[config.mk]
export PLATFORM = sky130hd
export DESIGN_NAME = uart_receiver_flat
export DESIGN_NICKNAME = d
export VERILOG_FILES = /design/src/rtl/uart_pkg.sv /design/src/rtl/uart_receiver_if.sv /design/src/rtl/uart_rx_sync.sv /design/src/rtl/uart_receiver.sv /design/src/flat_wrapper.sv
export SDC_FILE = /design/constraint.sdc
export NUM_CORES = 1
export LEC_CHECK = 0
export CORE_ASPECT_RATIO = 0.75
export CORE_UTILIZATION = 61
export DETAILED_ROUTE_END_ITERATION = 10
export PLACE_DENSITY = 0.84
export REMOVE_ABC_BUFFERS = 1
export SYNTH_ARGS = -nofsm -noshare
export SYNTH_HDL_FRONTEND = slang
export SYNTH_HIERARCHICAL = 1
export SYNTH_SLANG_ARGS = --single-unit
[constraint.sdc]
create_clock -name clk -period 4.1 [get_ports clk]
set_input_delay 0.41 -clock clk [delete_from_list [all_inputs] [get_ports clk]]
set_output_delay 0.41 -clock clk [all_outputs]
set_load 0.05 [all_outputs]
[src/rtl/uart_pkg.sv]
// Shared UART definitions used by both the receiver and the transmitter.
// Holds the FSM state encoding, frame-length limits, parity-type constants,
// the latched line-format record and a frame-length clamp helper.
package uart_pkg;

  localparam int unsigned FRAME_MIN = 5;
  localparam int unsigned FRAME_MAX = 9;
  localparam int unsigned LEN_W     = 4;

  typedef enum logic {
    PARITY_EVEN = 1'b0,
    PARITY_ODD  = 1'b1
  } parity_type_e;

  typedef enum logic [2:0] {
    ST_IDLE,
    ST_START,
    ST_DATA,
    ST_PARITY,
    ST_STOP1,
    ST_STOP2,
    ST_DONE,
    ST_WAIT_IDLE
  } uart_state_e;

  // Line format captured at start-bit detection
  typedef struct packed {
    logic             parity;
    logic             parity_type;
    logic             stop_bits;
    logic [LEN_W-1:0] len;
  } uart_cfg_t;

  // Force the data-bit count into the supported 5..9 range
  function automatic logic [LEN_W-1:0] clamp_len(input logic [LEN_W-1:0] len);
    if (len < LEN_W'(FRAME_MIN)) return LEN_W'(FRAME_MIN);
    if (len > LEN_W'(FRAME_MAX)) return LEN_W'(FRAME_MAX);
    return len;
  endfunction

endpackage

[src/rtl/uart_receiver_if.sv]
// Receiver bus: serial line and line-format configuration towards the
// receiver, parallel frame with strobe, error flags and busy back out.
//   master : line/config driver and frame consumer
//   slave  : uart_receiver
interface uart_receiver_if;
  import uart_pkg::*;

  logic                 rx;
  logic                 parity;
  logic                 parity_type;
  logic                 stop_bits;
  logic [LEN_W-1:0]     frame_length;
  logic [FRAME_MAX-1:0] frame_out;
  logic                 data_valid;
  logic                 parity_error;
  logic                 framing_error;
  logic                 busy;

  modport master (
    output rx, parity, parity_type, stop_bits, frame_length,
    input  frame_out, data_valid, parity_error, framing_error, busy
  );

  modport slave (
    input  rx, parity, parity_type, stop_bits, frame_length,
    output frame_out, data_valid, parity_error, framing_error, busy
  );
endinterface

[src/rtl/uart_rx_sync.sv]
// Two-flop synchronizer for the asynchronous serial line.
// Resets to 1 so an idle (high) line is assumed while in reset.
//   clk, rst : clock, asynchronous active-high reset
//   d        : asynchronous input
//   q        : synchronized output
module uart_rx_sync (
  input  logic clk,
  input  logic rst,
  input  logic d,
  output logic q
);
  logic meta_q, meta_d;
  logic sync_q, sync_d;

  always_comb begin
    meta_d = d;
    sync_d = meta_q;
  end

  always_ff @(posedge clk or posedge rst) begin
    if (rst) begin
      meta_q <= 1'b1;
      sync_q <= 1'b1;
    end else begin
      meta_q <= meta_d;
      sync_q <= sync_d;
    end
  end

  assign q = sync_q;
endmodule

[src/rtl/uart_receiver.sv]
// UART receive engine: recovers 5..9 LSB-first data bits, checks optional
// even/odd parity and 1 or 2 stop bits, and presents each frame with a
// one-cycle data_valid strobe and error flags.
//   CLKS_PER_BIT : clk cycles per bit period (>= 1)
//   clk, rst     : clock, asynchronous active-high reset
//   bus          : uart_receiver_if.slave (line, format, frame, flags, busy)
module uart_receiver
  import uart_pkg::*;
#(
  parameter int unsigned CLKS_PER_BIT = 16
) (
  input  logic            clk,
  input  logic            rst,
  uart_receiver_if.slave  bus
);
  localparam int unsigned HALF  = (CLKS_PER_BIT - 1) / 2;
  localparam int unsigned CNT_W = (CLKS_PER_BIT > 1) ? $clog2(CLKS_PER_BIT) : 1;
  localparam logic [CNT_W-1:0] CNT_LAST = CNT_W'(CLKS_PER_BIT - 1);
  // START is entered on the cycle after detection, so the check fires one count early
  localparam logic [CNT_W-1:0] CNT_HALF = CNT_W'((HALF > 0) ? HALF - 1 : 0);

  logic rx_s;

  uart_state_e          state_q, state_d;
  logic [CNT_W-1:0]     cnt_q, cnt_d;
  logic [LEN_W-1:0]     idx_q, idx_d;
  logic [FRAME_MAX-1:0] shift_q, shift_d;
  uart_cfg_t            cfg_q, cfg_d;
  logic                 perr_q, perr_d;
  logic                 ferr_q, ferr_d;
  logic [FRAME_MAX-1:0] frame_out_q, frame_out_d;
  logic                 data_valid_q, data_valid_d;
  logic                 parity_error_q, parity_error_d;
  logic                 framing_error_q, framing_error_d;
  logic                 busy_q, busy_d;
  logic                 bit_tick;

  uart_rx_sync u_sync (
    .clk (clk),
    .rst (rst),
    .d   (bus.rx),
    .q   (rx_s)
  );

  assign bit_tick = (cnt_q == CNT_LAST);

  // Next-state, datapath and output-register logic
  always_comb begin
    state_d         = state_q;
    cnt_d           = cnt_q;
    idx_d           = idx_q;
    shift_d         = shift_q;
    cfg_d           = cfg_q;
    perr_d          = perr_q;
    ferr_d          = ferr_q;
    frame_out_d     = frame_out_q;
    data_valid_d    = 1'b0;
    parity_error_d  = parity_error_q;
    framing_error_d = framing_error_q;

    unique case (state_q)
      ST_IDLE: begin
        if (!rx_s) begin
          cfg_d   = '{parity:      bus.parity,
                      parity_type: bus.parity_type,
                      stop_bits:   bus.stop_bits,
                      len:         clamp_len(bus.frame_length)};
          cnt_d   = '0;
          idx_d   = '0;
          shift_d = '0;
          perr_d  = 1'b0;
          ferr_d  = 1'b0;
          // With HALF = 0 the detection cycle doubles as the start check
          state_d = (HALF == 0) ? ST_DATA : ST_START;
        end
      end
      ST_START: begin
        if (cnt_q == CNT_HALF) begin
          cnt_d   = '0;
          state_d = rx_s ? ST_IDLE : ST_DATA;
        end else begin
          cnt_d = cnt_q + CNT_W'(1);
        end
      end
      ST_DATA: begin
        if (bit_tick) begin
          cnt_d          = '0;
          shift_d[idx_q] = rx_s;
          if (idx_q == cfg_q.len - LEN_W'(1)) begin
            idx_d   = '0;
            state_d = cfg_q.parity ? ST_PARITY : ST_STOP1;
          end else begin
            idx_d = idx_q + LEN_W'(1);
          end
        end else begin
          cnt_d = cnt_q + CNT_W'(1);
        end
      end
      ST_PARITY: begin
        if (bit_tick) begin
          cnt_d   = '0;
          // Unused shift bits are zero, so reducing the whole register is safe
          perr_d  = rx_s ^ (^shift_q) ^ (cfg_q.parity_type == PARITY_ODD);
          state_d = ST_STOP1;
        end else begin
          cnt_d = cnt_q + CNT_W'(1);
        end
      end
      ST_STOP1: begin
        if (bit_tick) begin
          cnt_d   = '0;
          ferr_d  = ferr_q | ~rx_s;
          state_d = cfg_q.stop_bits ? ST_STOP2 : ST_DONE;
        end else begin
          cnt_d = cnt_q + CNT_W'(1);
        end
      end
      ST_STOP2: begin
        if (bit_tick) begin
          cnt_d   = '0;
          ferr_d  = ferr_q | ~rx_s;
          state_d = ST_DONE;
        end else begin
          cnt_d = cnt_q + CNT_W'(1);
        end
      end
      ST_DONE: begin
        state_d = ferr_q ? ST_WAIT_IDLE : ST_IDLE;
      end
      ST_WAIT_IDLE: begin
        if (rx_s) state_d = ST_IDLE;
      end
      default: state_d = ST_IDLE;
    endcase

    // Load the output registers on entry to DONE so the strobe occupies the DONE cycle
    if (state_d == ST_DONE) begin
      frame_out_d     = shift_d;
      parity_error_d  = perr_d;
      framing_error_d = ferr_d;
      data_valid_d    = 1'b1;
    end

    busy_d = (state_d != ST_IDLE);
  end

  // State and output registers
  always_ff @(posedge clk or posedge rst) begin
    if (rst) begin
      state_q         <= ST_IDLE;
      cnt_q           <= '0;
      idx_q           <= '0;
      shift_q         <= '0;
      cfg_q           <= '0;
      perr_q          <= 1'b0;
      ferr_q          <= 1'b0;
      frame_out_q     <= '0;
      data_valid_q    <= 1'b0;
      parity_error_q  <= 1'b0;
      framing_error_q <= 1'b0;
      busy_q          <= 1'b0;
    end else begin
      state_q         <= state_d;
      cnt_q           <= cnt_d;
      idx_q           <= idx_d;
      shift_q         <= shift_d;
      cfg_q           <= cfg_d;
      perr_q          <= perr_d;
      ferr_q          <= ferr_d;
      frame_out_q     <= frame_out_d;
      data_valid_q    <= data_valid_d;
      parity_error_q  <= parity_error_d;
      framing_error_q <= framing_error_d;
      busy_q          <= busy_d;
    end
  end

  assign bus.frame_out     = frame_out_q;
  assign bus.data_valid    = data_valid_q;
  assign bus.parity_error  = parity_error_q;
  assign bus.framing_error = framing_error_q;
  assign bus.busy          = busy_q;
endmodule
[src/flat_wrapper.sv]
// flat-port wrapper written by rule: the top's interface ports become plain ports
module uart_receiver_flat import uart_pkg::*;
#(
  parameter int unsigned CLKS_PER_BIT = 16
)
  (clk, rst, bus_rx, bus_parity, bus_parity_type, bus_stop_bits, bus_frame_length, bus_frame_out, bus_data_valid, bus_parity_error, bus_framing_error, bus_busy);
  uart_receiver_if bus_i ();
  input  logic clk;
  input  logic rst;
  input wire logic [$bits(bus_i.rx)-1:0] bus_rx;
  input wire logic [$bits(bus_i.parity)-1:0] bus_parity;
  input wire logic [$bits(bus_i.parity_type)-1:0] bus_parity_type;
  input wire logic [$bits(bus_i.stop_bits)-1:0] bus_stop_bits;
  input wire logic [$bits(bus_i.frame_length)-1:0] bus_frame_length;
  output wire logic [$bits(bus_i.frame_out)-1:0] bus_frame_out;
  output wire logic [$bits(bus_i.data_valid)-1:0] bus_data_valid;
  output wire logic [$bits(bus_i.parity_error)-1:0] bus_parity_error;
  output wire logic [$bits(bus_i.framing_error)-1:0] bus_framing_error;
  output wire logic [$bits(bus_i.busy)-1:0] bus_busy;
  assign bus_i.rx = bus_rx;
  assign bus_i.parity = bus_parity;
  assign bus_i.parity_type = bus_parity_type;
  assign bus_i.stop_bits = bus_stop_bits;
  assign bus_i.frame_length = bus_frame_length;
  assign bus_frame_out = bus_i.frame_out;
  assign bus_data_valid = bus_i.data_valid;
  assign bus_parity_error = bus_i.parity_error;
  assign bus_framing_error = bus_i.framing_error;
  assign bus_busy = bus_i.busy;
  uart_receiver #(.CLKS_PER_BIT(CLKS_PER_BIT)) u_core (.clk(clk), .rst(rst), .bus(bus_i));
endmodule
# Word level (Yosys, flattened, before mapping)
# Index checks and enable logic that the tools add are counted.
op_classes:
  mux: 44
  order_cmp: 4
  add_sub_neg: 3
  bitwise: 4
  reduce_logical: 11
  eq_ne: 13
op_table:
  columns: ["operator", "count"]
  rows:
  - ["$mux W4", 9]
  - ["$mux W3", 10]
  - ["$pmux W3 S8", 1]
  - ["$mux W9", 2]
  - ["$pmux W9 S2", 1]
  - ["$eq A3 B3 Y1 const B", 5]
  - ["$mux W1", 13]
  - ["$pmux W4 S3", 1]
  - ["$bwmux W9", 1]
  - ["$reduce_xor A9 Y1", 1]
  - ["$add A4 B1 Y4 const B", 2]
  - ["$pmux W4 S2", 1]
  - ["$eq A3 B2 Y1 const B", 2]
  - ["$reduce_bool A3 Y1", 2]
  - ["$lt A4 B5 Y1 const B", 1]
  - ["$demux W1 S4", 1]
  - ["$eq A4 B3 Y1 const B", 1]
  - ["$eq A4 B4 Y1", 1]
  - ["$eq A4 B4 Y1 const B", 1]
  - ["$ge A4 B1 Y1 const B", 1]
  - ["$gt A4 B4 Y1 const B", 1]
  - ["$lt A4 B3 Y1 const B", 1]
  - ["$mux W2", 2]
  - ["$pmux W1 S2", 2]
  - ["other kinds (14)", 16]
word_totals:
  input_bits: 10
  register_bits: 44
  out_inout_bits: 13
  word_cells: 96

# Logic depth before layout (Yosys ltp)
# Gate-level depths: netlist of run 1.
depth:
  word_depth: 9
  ltp_mapped: 11
  ltp_nobuf: 9

# Cells and area by module
# The synthesis of run 1 kept the hierarchy.
by_module_without_submodules:
  columns: ["module", "n_inst", "cells_each", "seq_area_each_um2", "area_each_um2"]
  rows:
  - ["uart_receiver", 1, 234, 1051.0, 2362.3]
  - ["uart_rx_sync", 1, 3, 52.6, 56.3]

# Least setup slack after synthesis of run 1
# OpenSTA, ideal clock, no wires.
synth_path:
  kind: "register to register"
  from: "reg u_core.state_q[1]"
  to: "reg u_core.frame_out_q[0], in the netlist u_core/bus.frame_out[0]"
  setup_slack_ns: 1.356
  synth_period_minus_slack_ns: 2.744
  stages_incl_launch_ff: 12
  t_arrival_ns: 2.618
  setup_time_ns: 0.125
  cell_sequence: "dfrtp_1 -> buf_2 -> inv_1 -> ha_1 -> nor3_1 -> a21boi_0 -> a31oi_1 -> a21o_1 -> o22a_1 -> o211ai_4 -> buf_6 -> mux2_4"
synth_between:
  elab_chain_len: 4
synth_rtl:
  columns: ["element", "line_no", "text"]
  rows:
  - ["start: declaration", "uart_receiver.sv:24", "uart_state_e state_q, state_d;"]
  - ["start signal: assignment", "uart_receiver.sv:163", "state_q <= state_d;"]
  - ["$mux W3", "uart_receiver.sv:89", "if (idx_q == cfg_q.len - LEN_W'(1)) begin"]
  - ["$mux W3", "uart_receiver.sv:86", "if (bit_tick) begin"]
  - ["$pmux W3 S8", "uart_receiver.sv:61", "unique case (state_q)"]
  - ["$eq A3 B3 Y1", "uart_receiver.sv:137", "if (state_d == ST_DONE) begin"]
  - ["end signal: assignment", "uart_receiver.sv:170", "frame_out_q <= frame_out_d;"]
  - ["end: declaration", "uart_receiver.sv:31", "logic [FRAME_MAX-1:0] frame_out_q, frame_out_d;"]
# Several ways; a longest one is shown, not always the timed one.
# A chain may end at the register's enable or synchronous reset.

# Worst setup path after layout of run 1
layout_path:
  from: "reg u_core.state_q[1]"
  to: "reg u_core.parity_error_q, in the netlist u_core/bus.parity_error"
layout_between:
  elab_chain_len: 4
layout_rtl:
  columns: ["element", "line_no", "text"]
  rows:
  - ["$mux W3", "uart_receiver.sv:89", null]
  - ["$mux W3", "uart_receiver.sv:86", null]
  - ["$pmux W3 S8", "uart_receiver.sv:61", null]
  - ["$eq A3 B3 Y1", "uart_receiver.sv:137", null]
  - ["end signal: assignment", "uart_receiver.sv:172", "parity_error_q <= parity_error_d;"]
  - ["end: declaration", "uart_receiver.sv:33", "logic parity_error_q, parity_error_d;"]
# Several ways; a longest one is shown, not always the timed one.

==> flow_results.org, run 1 <==
** Route
- After detailed routing, the number of vias per cell comes to about 6.
- Router iterations before antenna repair :: 4
- After the first detailed-routing iteration, the DRC count stood at around 180.
- Dividing the detail-routed wire length by the instance count gives roughly 16 µm.
- In the routed design, unresolved DRC markers number 0.
- Once detail routing completed, the nets flagged for antenna violations numbered 0.
- Total number of vias :: between 1,500 and 2,000
- The final layout contains routed wiring with a total length of between 4 and 5 mm.

** Synth
- Synthesis inferred 44 register bits.
- Netlist Area Pre-Place :: about 2400 µm²
- The most used flip-flop cell after synthesis is dfrtp_1.
- Number of synthesis warnings :: 6
- The share of the Yosys chip area taken by registers is 0.456.
- After synthesis, the cell types taking the most area are dfrtp_1, ha_1, mux2_4, nand3_1, o21ai_0.
- Synthesis produced a netlist whose cell count is 237.
- A synthesized cell averages a little over 10 µm².
- The largest total area in the synthesized netlist belongs to dfrtp_1.
- Number of enable-type register cells in the synthesized netlist :: 0
- Number of library cell types mapped by synthesis :: between 40 and 50
- Share of synthesized flip-flops with an asynchronous set or reset :: 1.00
- Of the post-synthesis cell area, the dominant cell type holds 0.435.

** Place
- Detailed placement ended at an HPWL of around 3.5 mm.
- Once placement finished, the instance area stood at approximately 2700 µm².
- Number of port buffers :: 22
- GPL Wtd Cong :: 0.890

** CTS
- Once the clock tree was built, the setup fixing pass inserted 0 buffers.
- # clock sinks :: 44
- Number of buffers added to fix hold violations after cts :: 0
- TritonCTS created 5 clock buffers.
- Reg clk slew, reported paths :: approximately 0.07 ns
- The clock tree synthesis step divided the H-tree into 2 levels.
- Clock latency on the worst-skew pair, taken at its later pin, is around 0.30 ns.
- TritonCTS clock tree :: yes
- # resized after CTS :: 0
- CTS Root Cell :: clkbuf_8
- Counting along the longest clock path gives a buffer depth of 2.

** Worst setup path
- Chain of cells forming the critical path :: inv_1 > ha_1 > nor3_1 > a21boi_0 > a31oi_1 > a21o_1 > o31a_1 > o211ai_4 > mux2_2
- Required arrival time at the worst endpoint :: ~4.3 ns
- Combined buffer and inverter count along the critical path :: 1
- STA classifies the critical path startpoint as a register.
- The slowest stage of the critical path belongs to the cell dfrtp_1.
- For the worst flop-to-flop path, the logic depth is 9.
- Largest delay contributor family on the critical path :: compound AO/OA/AOI/OAI gates
- Worst Path Class, Setup :: register to register
- STA classifies the critical path endpoint as a register.
- For this run, the slowest stage of the critical path takes roughly 0.63 ns.
- Data arrival time of the critical path :: approximately 3.5 ns
- Maximum fanout along the worst path :: 14
- The critical path runs through a total of 9 cells.

** STA
- In the final timing run, aggregate negative setup slack is 0 ns.
- Setup violations remaining at the end of the flow were counted as 0.
- The final hold violation count is 0.
- Part of the cycle the worst path needs :: 0.814
- Post-route minimum period :: around 3.3 ns
- Setup repair after global routing missed its margin :: no
- Highest attainable clock frequency :: approximately 300 MHz
- Max-slew violation count :: 0
- Between clock sinks in the finished design, the worst skew comes to about 0.0075 ns.
- Slew HR :: 0.513
- For the pin with the worst max-slew slack, the measured transition is between 0.7 and 0.8 ns.

** Power and ir drop
- For this design the static power due to leakage is between 1 and 1.5 nW.
- For this design the ratio of total power to cell area is between 500 and 600 nW/µm².
- Worst voltage drop across the vdd grid :: roughly 0.32 mV
- Power consumption :: about 1.5 mW

** Floorplanning
- During I/O placement, the number of pins put on the boundary was 23.
- Area of the die :: roughly 4200 µm²
- Initial Util :: 0.648
- Measured along the x axis, the die boundary spans approximately 75 µm.
- The floorplan step defined a core boundary enclosing approximately 3700 µm².
- Number of core rows :: 19
- The die is ~57 µm tall.

** GRT
- Via count of the first global-routing pass :: 1,751
- Across every metal layer, demand over resource in global routing totals 0.276.
- The initial antenna violation count is 0.
- First-pass GRT wire length :: between 8 and 9 mm
- Pin count of the biggest net entering global routing :: 43
- Total congestion overflow after global routing :: 0

** Cells and area
- Compared with the post-synthesis result, the final layout area differs by 15.7%.
- Commonest non-fill, non-tap cells in the layout :: dfrtp_1, clkdlybuf4s50_1, nand3_1, nand2_1, o21ai_0
- Final standard cell area without fillers :: roughly 2800 µm²
- After the last flow step, the layout net total stands at 280.
- FF+latch area :: 1100 µm²
- Share of layout cells above drive strength 1 :: 0.115
- The multi-input combinational cells in the finished layout cover a total of between 1000 and 1500 µm².
- After filler insertion, the fill cell instance count of the layout stands at between 200 and 300.
- Most frequent standard cell in the layout excluding fill and tap cells :: dfrtp_1
- Diode count :: 0
- For this run, the share of the core covered by cells in the final layout is 0.750.

** Hold path
- HP Class :: register to register
- Hold Path Stages :: 0

** Flow run
- Maxcap violations :: 0

** Run status
- The run finished with clean final reports.
## cells by family (layout without fill, tap and decap cells)
logic type               after synthesis  after routing  synth area share
AO/OA/AOI/OAI                         52             52             0.147
XOR/XNOR                              16             16            0.0641
adder cells (fa/ha/maj)               11             11            0.0569
buffers and inverters                 25             48            0.0440
flip-flops                            44             44             0.456
multiplexers                          13             13            0.0735
AND/OR/NAND/NOR                       76             76             0.158
## power breakdown
group | total (mW) | switching, mW | leakage (nW) | internal, mW
clock network | 0.356 | 0.141 | 0.0645 | 0.215
logic | 0.520 | 0.308 | 0.625 | 0.211
registers | 0.609 | 0.103 | 0.580 | 0.505
total | 1.48 | 0.553 | 1.27 | 0.932
## worst paths after layout
kind,endpoint,slack [ns],start
max reg2reg,u_core/bus.parity_error,0.76,u_core/state_q[1]
max in group asynchronous,u_core/bus.parity_error,3.16,rst
min reg2reg,u_core/u_sync/q,0.36,u_core/u_sync/meta_q
max,u_core/bus.parity_error,0.76,u_core/state_q[1]
min in group asynchronous,u_core/u_sync/meta_q,0.48,rst
min,u_core/u_sync/q,0.36,u_core/u_sync/meta_q
## cell type report
| class | instances | share of cell area |
|---|---|---|
| multi-input cells | 168 | 0.432 |
| flip-flops and latches | 44 | 0.394 |
| repair buffers | 24 | 0.0840 |
| clock buffers | 7 | 0.0344 |
| well taps | 52 | 0.0232 |
| inverters | 16 | 0.0215 |
| clock inverters | 1 | 0.0107 |
## sequential cells by signal, indices dropped and copies added (netlist names), 3 cells and up
register / flops
u_core/bus.frame_out: 9
u_core/cfg_q: 7
u_core/cnt_q: 4
u_core/idx_q: 4
u_core/shift_q: 9
u_core/state_q: 3
## through the flow
step	hold WS (ns)	cells	setup WS [ns]
after floorplan	0.322	228	1.26
after global placement	0.345	304	1.05
after detailed placement	0.349	304	0.863
after CTS	0.360	312	0.776
after global routing	0.361	312	0.568
final	0.360	312	0.763
## synth_stat cells (all sizes together) (2+ instances only)
cell,count
xor2,3
clkbuf,5
ha,11
inv,16
dfstp,2
nand2,21
a21oi,8
o31ai,2
a21o,3
mux2,11
o21ai,22
o22ai,2
xnor2,12
nor4,3
mux2i,2
buf,4
nor2,8
a211oi,3
a31oi,2
nand4,2
nand3,21
and3,3
nand2b,2
dfrtp,42
nor3,7
nor2b,3
## per-layer routing
metal / vias to the layer above / wire length (µm) / GRT usage
met5: - / 0 / 0
met4: 0 / 85 / 0.0889
met3: 14 / 320 / 0.0664
met2: 68 / 2140 / 0.386
met1: 880 / 2360 / 0.419
li1: 879 / - / -
No activity file was read; power rests on OpenSTA's default activity.
==> run 2, diff against run 1 <==
--- a/config.mk
+++ b/config.mk
@@ -6,9 +6,9 @@
 export NUM_CORES = 1
 export LEC_CHECK = 0
 export CORE_ASPECT_RATIO = 0.75
-export CORE_UTILIZATION = 61
+export CORE_UTILIZATION = 51
 export DETAILED_ROUTE_END_ITERATION = 10
-export PLACE_DENSITY = 0.84
+export PLACE_DENSITY = 0.75
 export REMOVE_ABC_BUFFERS = 1
 export SYNTH_ARGS = -nofsm -noshare
 export SYNTH_HDL_FRONTEND = slang
==> constraint.sdc (replaced) <==
create_clock -name clk -period 3 [get_ports clk]
set_input_delay 0.3 -clock clk [delete_from_list [all_inputs] [get_ports clk]]
set_output_delay 0.3 -clock clk [all_outputs]
set_load 0.05 [all_outputs]
==> run 2 against run 1 <==
Net effect: design area grew 1.4%; critical path type unchanged; global-route usage shrank 5.0 points; cell count grew 2.6%; hold slack lost 0.00062 ns; worst setup slack lost 0.53 ns; sequential share of layout area shrank 0.54 points; register-to-register slack lost 0.53 ns; clock skew shrank 0.0023 ns; die area grew 19%; non-clock buffer count grew 4; via count shrank 0.71%.
==> flow_results.org, run 2 (synthesis gave the netlist of run 1 again) <==
** Run status
- Outcome :: finished, final reports clean

** Route
- Total number of vias :: around 1,800
- Sum of routed wire length over all layers :: slightly below 5 mm
- Number of antenna-violating nets in the routed design :: 0
- After detailed routing, the number of vias per cell comes to about 5.7.
- For this run, the detailed router's first-pass iteration total came to 4.
- In the final routed layout, each cell accounts on average for around 15 µm.
- Violation count after the first detailed-routing iteration :: ~140
- In the routed design, unresolved DRC markers number 0.

** Cells and area
- P&R area growth vs syn :: 17.3%
- Most frequent standard cell in the layout excluding fill and tap cells :: dfrtp_1
- 0 antenna diodes ended up in the layout.
- The net count of the finished layout is 284.
- Final standard cell area without fillers :: about 2800 µm²
- Commonest non-fill, non-tap cells in the layout :: dfrtp_1, clkdlybuf4s50_1, nand3_1, nand2_1, o21ai_0
- Non-Filler Instances :: 320
- Share of layout cells above drive strength 1 :: 0.125

** Worst setup path
- Worst Path Class, Setup :: register to register
- Reg-to-Reg Start :: u_core/state_q[2]
- Chain of cells forming the critical path :: inv_1 > ha_1 > nor3_1 > a21boi_0 > a31oi_1 > a21o_1 > o31a_1 > o211ai_4 > mux2_2
- Maximum fanout along the worst path :: 12
- The largest individual stage delay along the critical path comes from the cell dfrtp_1.
- For this run, the slowest stage of the critical path takes between 0.5 and 0.6 ns.
- Required arrival time at the worst endpoint :: around 3.2 ns
- Length in cells of the worst reg-to-reg path :: 9
- Data arrival time of the critical path :: just under 3 ns
- Critical path launch point type :: register
- Reg2reg setup slack :: roughly 0.23 ns
- Type of element capturing the critical path :: register
- Terminus of the critical flop-to-flop path :: u_core/bus.frame_out[8]

** GRT
- Global-route total usage across every layer :: 0.226
- The total overflow left after global routing is 0.
- Number of antenna violations at the first check in global routing :: 0
- Pin count of the biggest net entering global routing :: 43
- The via count of the first global-routing pass was ~1,700.
- First-pass GRT wire length :: ~8.3 mm

** CTS
- The number of setup buffers added after CTS is 0.
- # clock sinks :: 44
- Source-to-sink clock delay at the later pin of the worst-skew pair :: roughly 0.29 ns
- TritonCTS clock tree :: yes
- CTS Root Cell :: clkbuf_8
- In this run, CTS created clock tree buffers numbering 5.
- Clock-pin slew was measured on the worst setup and hold paths at 0.08 ns.
- Buffer levels on the longest clock path :: 2
- # resized after CTS :: 0
- In this run, post-CTS hold repair placed 0 buffers.
- The clock tree synthesis step divided the H-tree into 2 levels.

** Place
- The HPWL after detailed placement is 3.51 mm.
- Port buffering added 22 buffers.
- Counting tap cells, the placed design contains a total of 313 instances.
- After detailed placement, the total cell area comes to between 2000 and 3000 µm².
- Post-placement setup slack :: roughly 0.28 ns
- GPL Wtd Cong :: 0.886

** STA
- Setup repair after global routing missed its margin :: no
- Once routing completed, OpenROAD measured the worst setup slack at between 0.2 and 0.25 ns.
- At the pin with the least slew margin, the transition time is 0.736 ns.
- The routed design could run at a clock period as short as between 2 and 3 ns.
- Setup skew after layout :: ~0.0053 ns
- The worst pin sits at a relative slew slack of 0.503.
- Count of endpoints failing hold in the final timing report :: 0
- Highest attainable clock frequency :: roughly 360 MHz
- The total count of max-transition violations in the final report was 0.
- In the finished design, the share of the clock period the worst path needs comes to 0.923.
- Setup violators final :: 0
- In the final timing run, aggregate negative setup slack is 0 ns.

** Floorplanning
- From bottom edge to top edge, the die measures between 60 and 70 µm.
- Initial Util :: 0.535
- The die covers roughly 5000 µm².
- Number of core rows :: 21
- Die W :: 81.5 µm
- I/O pin cnt :: 23
- The floorplan step defined a core boundary enclosing between 4000 and 5000 µm².

** Hold path
- HP Class :: input port to asynchronous set/reset pin

** Power and ir drop
- Leakage power total :: 1.29 nW
- Worst voltage drop across the vdd grid :: 0.432 mV
- Power density relative to cell area :: about 740 nW/µm²

** Flow run
- Maxcap violations :: 0
run 2: cell type report:
type	count	area (µm²)
multi-input combinational	168	1210
tap	57	71.3
timing repair buffer	28	265
sequential	44	1100
clock buffer	5	68.8
clock inverter	2	60.1
inverter	16	60.1
fill	372	1680
run 2: layer usage:
metal / GRT usage / wire length [µm] / vias up
met5: 0 / 0 / -
li1: - / - / 885
met3: 0.0489 / 264 / 4
met1: 0.327 / 2480 / 882
met4: 0.0536 / 31 / 0
met2: 0.345 / 2170 / 57
run 2: worst max-delay path by stage:
stage                      start  cells past startpoint                 endpoint  slack (ns)
2_1_floorplan  u_core/state_q[1]                      9  u_core/bus.frame_out[8]        0.16
3_3_place_gp   u_core/state_q[2]                      9  u_core/bus.frame_out[8]        0.34
3_5_place_dp   u_core/state_q[2]                      9  u_core/bus.frame_out[8]        0.28
4_1_cts        u_core/state_q[2]                      9  u_core/bus.frame_out[8]        0.27
5_1_grt        u_core/state_q[2]                      9  u_core/bus.frame_out[8]        0.08
6_report       u_core/state_q[2]                      9  u_core/bus.frame_out[8]        0.23
run 2: critical path, delay by kind of cell, from the launching register on:
kind                     cells  cell delay, ns
buffers and inverters        1            0.15
multiplexers                 1            0.40
adder cells (fa/ha/maj)      1            0.20
AND/OR/NAND/NOR              1            0.17
AO/OA/AOI/OAI                5            1.20
flip-flops                   1            0.53
run 2: per-stage QoR:
step	total power [mW]	hold WS, ns	utilization
floorplan	1.35	0.212	-
global placement	1.54	0.346	0.599
detailed placement	1.57	0.349	0.599
CTS	2.10	0.360	0.628
global route	2.24	0.362	0.628
finish	2.09	0.359	0.628
run 2: report_power, final:
part | internal, mW | switching (mW) | total [mW] | leakage, nW
clock network | 0.328 | 0.198 | 0.526 | 0.0642
registers | 0.691 | 0.126 | 0.817 | 0.580
logic | 0.311 | 0.439 | 0.750 | 0.646
==> run 3, diff against run 2 <==
--- a/config.mk
+++ b/config.mk
@@ -6,9 +6,8 @@
 export NUM_CORES = 1
 export LEC_CHECK = 0
 export CORE_ASPECT_RATIO = 0.75
-export CORE_UTILIZATION = 51
+export CORE_UTILIZATION = 30
 export DETAILED_ROUTE_END_ITERATION = 10
-export PLACE_DENSITY = 0.75
 export REMOVE_ABC_BUFFERS = 1
 export SYNTH_ARGS = -nofsm -noshare
 export SYNTH_HDL_FRONTEND = slang
==> run 3 against run 2 <==
Net effect: fmax grew 0.31%; die area rose by 68%; design area rose by 3.0%; wire length rose by 1.6%; global-route usage decreased by 9.8 points; combinational power grew 1%; clock-buffer cell count unchanged; sequential cell count is the same; power is 4.7% higher; critical path type unchanged; critical endpoint unchanged.
==> flow_results.org, run 3 (synthesis gave the netlist of run 1 again) <==
** GRT
- The initial antenna violation count was 0.
- Total congestion overflow after global routing :: 0
- First-pass GRT wire length :: 8.37 mm
- Pin count of the biggest net entering global routing :: between 40 and 50
- For this run, the total global-route usage over all layers was measured as 0.128.
- Via count of the first global-routing pass :: 1,661

** Floorplanning
- The floorplan step set the die width to approximately 110 µm.
- For this configuration, the core starts out at a cell density of 0.320.
- From bottom edge to top edge, the die measures about 80 µm.
- Core area :: between 7000 and 8000 µm²
- Number of core rows :: 27
- The die covers 8430 µm².
- I/O pin cnt :: 23

** Route
- For this run, design rule violations remaining after detail routing come to 0.
- The first routing iteration left roughly 130 violations.
- Met2 WL post-DR :: approximately 2.0 mm
- Highest layer used for signal routing :: met4
- Using the TritonRoute via totals, the vias-per-cell ratio works out to approximately 4.8.
- The detail route stage leaves a number of antenna-violating nets equal to 0.
- The routed design has between 5 and 6 mm of wire.
- After detailed routing, the average wire length per cell comes to between 10 and 15 µm.
- Router iterations before antenna repair :: 4
- Wire segments on met3 add up to around 270 µm in the final route.
- Met1 Wirelength :: between 2 and 3 mm
- For this block, the via count after detailed routing is 1,769.

** STA
- Setup repair after global routing missed its margin :: no
- Setup skew after layout :: ~0.010 ns
- Least-Margin Pin Slew :: about 0.8 ns
- Setup violators final :: 0
- The total count of max-transition violations in the final report was 0.
- Setup TNS Final :: 0 ns
- Post-route minimum period :: roughly 2.8 ns
- Count of endpoints failing hold in the final timing report :: 0
- Based on the critical path, the design can be clocked at up to between 300 and 400 MHz.
- Slew HR :: 0.460
- Part of the cycle the worst path needs :: 0.920

** CTS
- The longest clock path from root to sink contains 2 buffers.
- After clock tree synthesis, the clock-pin slew on the worst setup and hold paths is roughly 0.080 ns.
- Source-to-sink clock delay at the later pin of the worst-skew pair :: about 0.30 ns
- CTS built an H-tree with a depth of 2.
- In this run, post-CTS hold repair placed 0 buffers.
- Number of buffers inserted during clock tree synthesis :: 5
- TritonCTS built the clock tree.
- The root buffer cell chosen for the clock tree is clkbuf_8.
- # clock sinks :: between 40 and 50
- After clock tree synthesis, the repair step resized 0 gates.
- Buffer count from post-CTS setup fixing :: 0

** Worst setup path
- The most critical setup path has its startpoint at u_core/state_q[2].
- The critical path is of the register to register type.
- Of all nets on the critical path, the largest fanout is 12.
- Data arrival time of the critical path :: about 3 ns
- Stage delay of the slowest cell on the critical path :: about 0.48 ns
- The worst setup path is captured at a register.
- STA classifies the critical path startpoint as a register.
- Required arrival time at the worst endpoint :: roughly 3.2 ns
- The largest individual stage delay along the critical path comes from the cell dfrtp_1.
- Chain of cells forming the critical path :: inv_1 > ha_1 > nor3_1 > a21boi_0 > a31oi_1 > a21o_1 > o31a_1 > o211ai_4 > mux2_2
- The startpoint identified for the worst register-to-register timing path is u_core/state_q[2].

** Cells and area
- Fillcell total :: ~760
- Across the whole layout, storage elements account for ~1100 µm².
- In the final design database the tool counted between 200 and 300 nets.
- Share of layout cells above drive strength 1 :: 0.129
- Post-layout utilization of the core :: 0.386
- In the layout the commonest cells are dfrtp_1, clkdlybuf4s50_1, nand3_1, nand2_1, o21ai_0.
- The repair_antennas step left the layout with diodes totalling 0.
- Area of the multi-input gates :: 1210 µm²
- The library cell used most frequently in the layout, excluding fill and tap cells, is dfrtp_1.
- Relative to the synthesized area, the layout overhead comes to 20.8%.

** Power and ir drop
- Power density relative to cell area :: between 700 and 800 nW/µm²
- Worst voltage drop across the vdd grid :: about 0.33 mV
- For this design the static power due to leakage is between 1 and 1.5 nW.

** Hold path
- HP Class :: input port to asynchronous set/reset pin

** Place
- The wire-length estimate of the detail-placed layout is 3.56 mm.
- GPL Wtd Cong :: 0.829
- Input and output buffers added on the ports amount to 22.

** Flow run
- Across the run, the number of max-cap violations was 0.

** Run status
- Outcome :: finished, final reports clean
==> run 3: cell types whose count changed in the layout (fill, tap and decap cells not counted), sizes merged <==
cell    previous run  this run
bufinv             2         3
==> run 3: layer usage <==
layer | up-vias | GRT usage
met3 | 4 | 0.0376
met1 | 836 | 0.195
met2 | 43 | 0.175
met5 | - | 0
met4 | 0 | 0.0250
li1 | 886 | -
==> run 3: area by class of cell <==
class | instances | area share
clock buffers | 5 | 0.0235
clock inverters | 3 | 0.0308
inverters | 16 | 0.0205
multi-input cells | 168 | 0.414
flip-flops and latches | 44 | 0.378
well taps | 101 | 0.0432
repair buffers | 28 | 0.0908
==> run 3: through the flow <==
stage	hold slack, ns	setup WS, ns	instances	power, mW	cell area (µm²)
after global routing	0.365	0.0204	365	2.33	2920
after CTS	0.351	0.246	365	2.20	2920
final	0.352	0.240	365	2.19	2920
after global placement	0.347	0.360	357	1.56	2760
after detailed placement	0.349	0.286	357	1.57	2760
after floorplan	0.212	0.155	228	1.35	2370
==> run 3: worst max-delay path, delay by kind of cell (launching register included) <==
family                     cells  cell delay [ns]
adders and majority gates      1             0.20
buffers and inverters          1             0.14
DFF                            1             0.48
muxes                          1             0.39
AOI/OAI and AO/OA              5             1.21
and+or+nand+nor                1             0.23
==> run 3: path summary, 6_finish.rpt <==
kind	end	slack [ns]	depth (start not counted)
max	u_core/bus.frame_out[8]	0.24	9
min	u_core/u_sync/q	0.35	2
max reg2reg	u_core/bus.frame_out[8]	0.24	9
min reg2reg	u_core/u_sync/q	0.36	0
max in group asynchronous	u_core/bus.frame_out[8]	2.14	3
min in group clk	u_core/u_sync/q	0.36	0
==> run 3: power breakdown <==
part	switching [mW]	internal (mW)
clock network	0.207	0.416
logic	0.450	0.311
registers	0.116	0.691
total	0.772	1.42
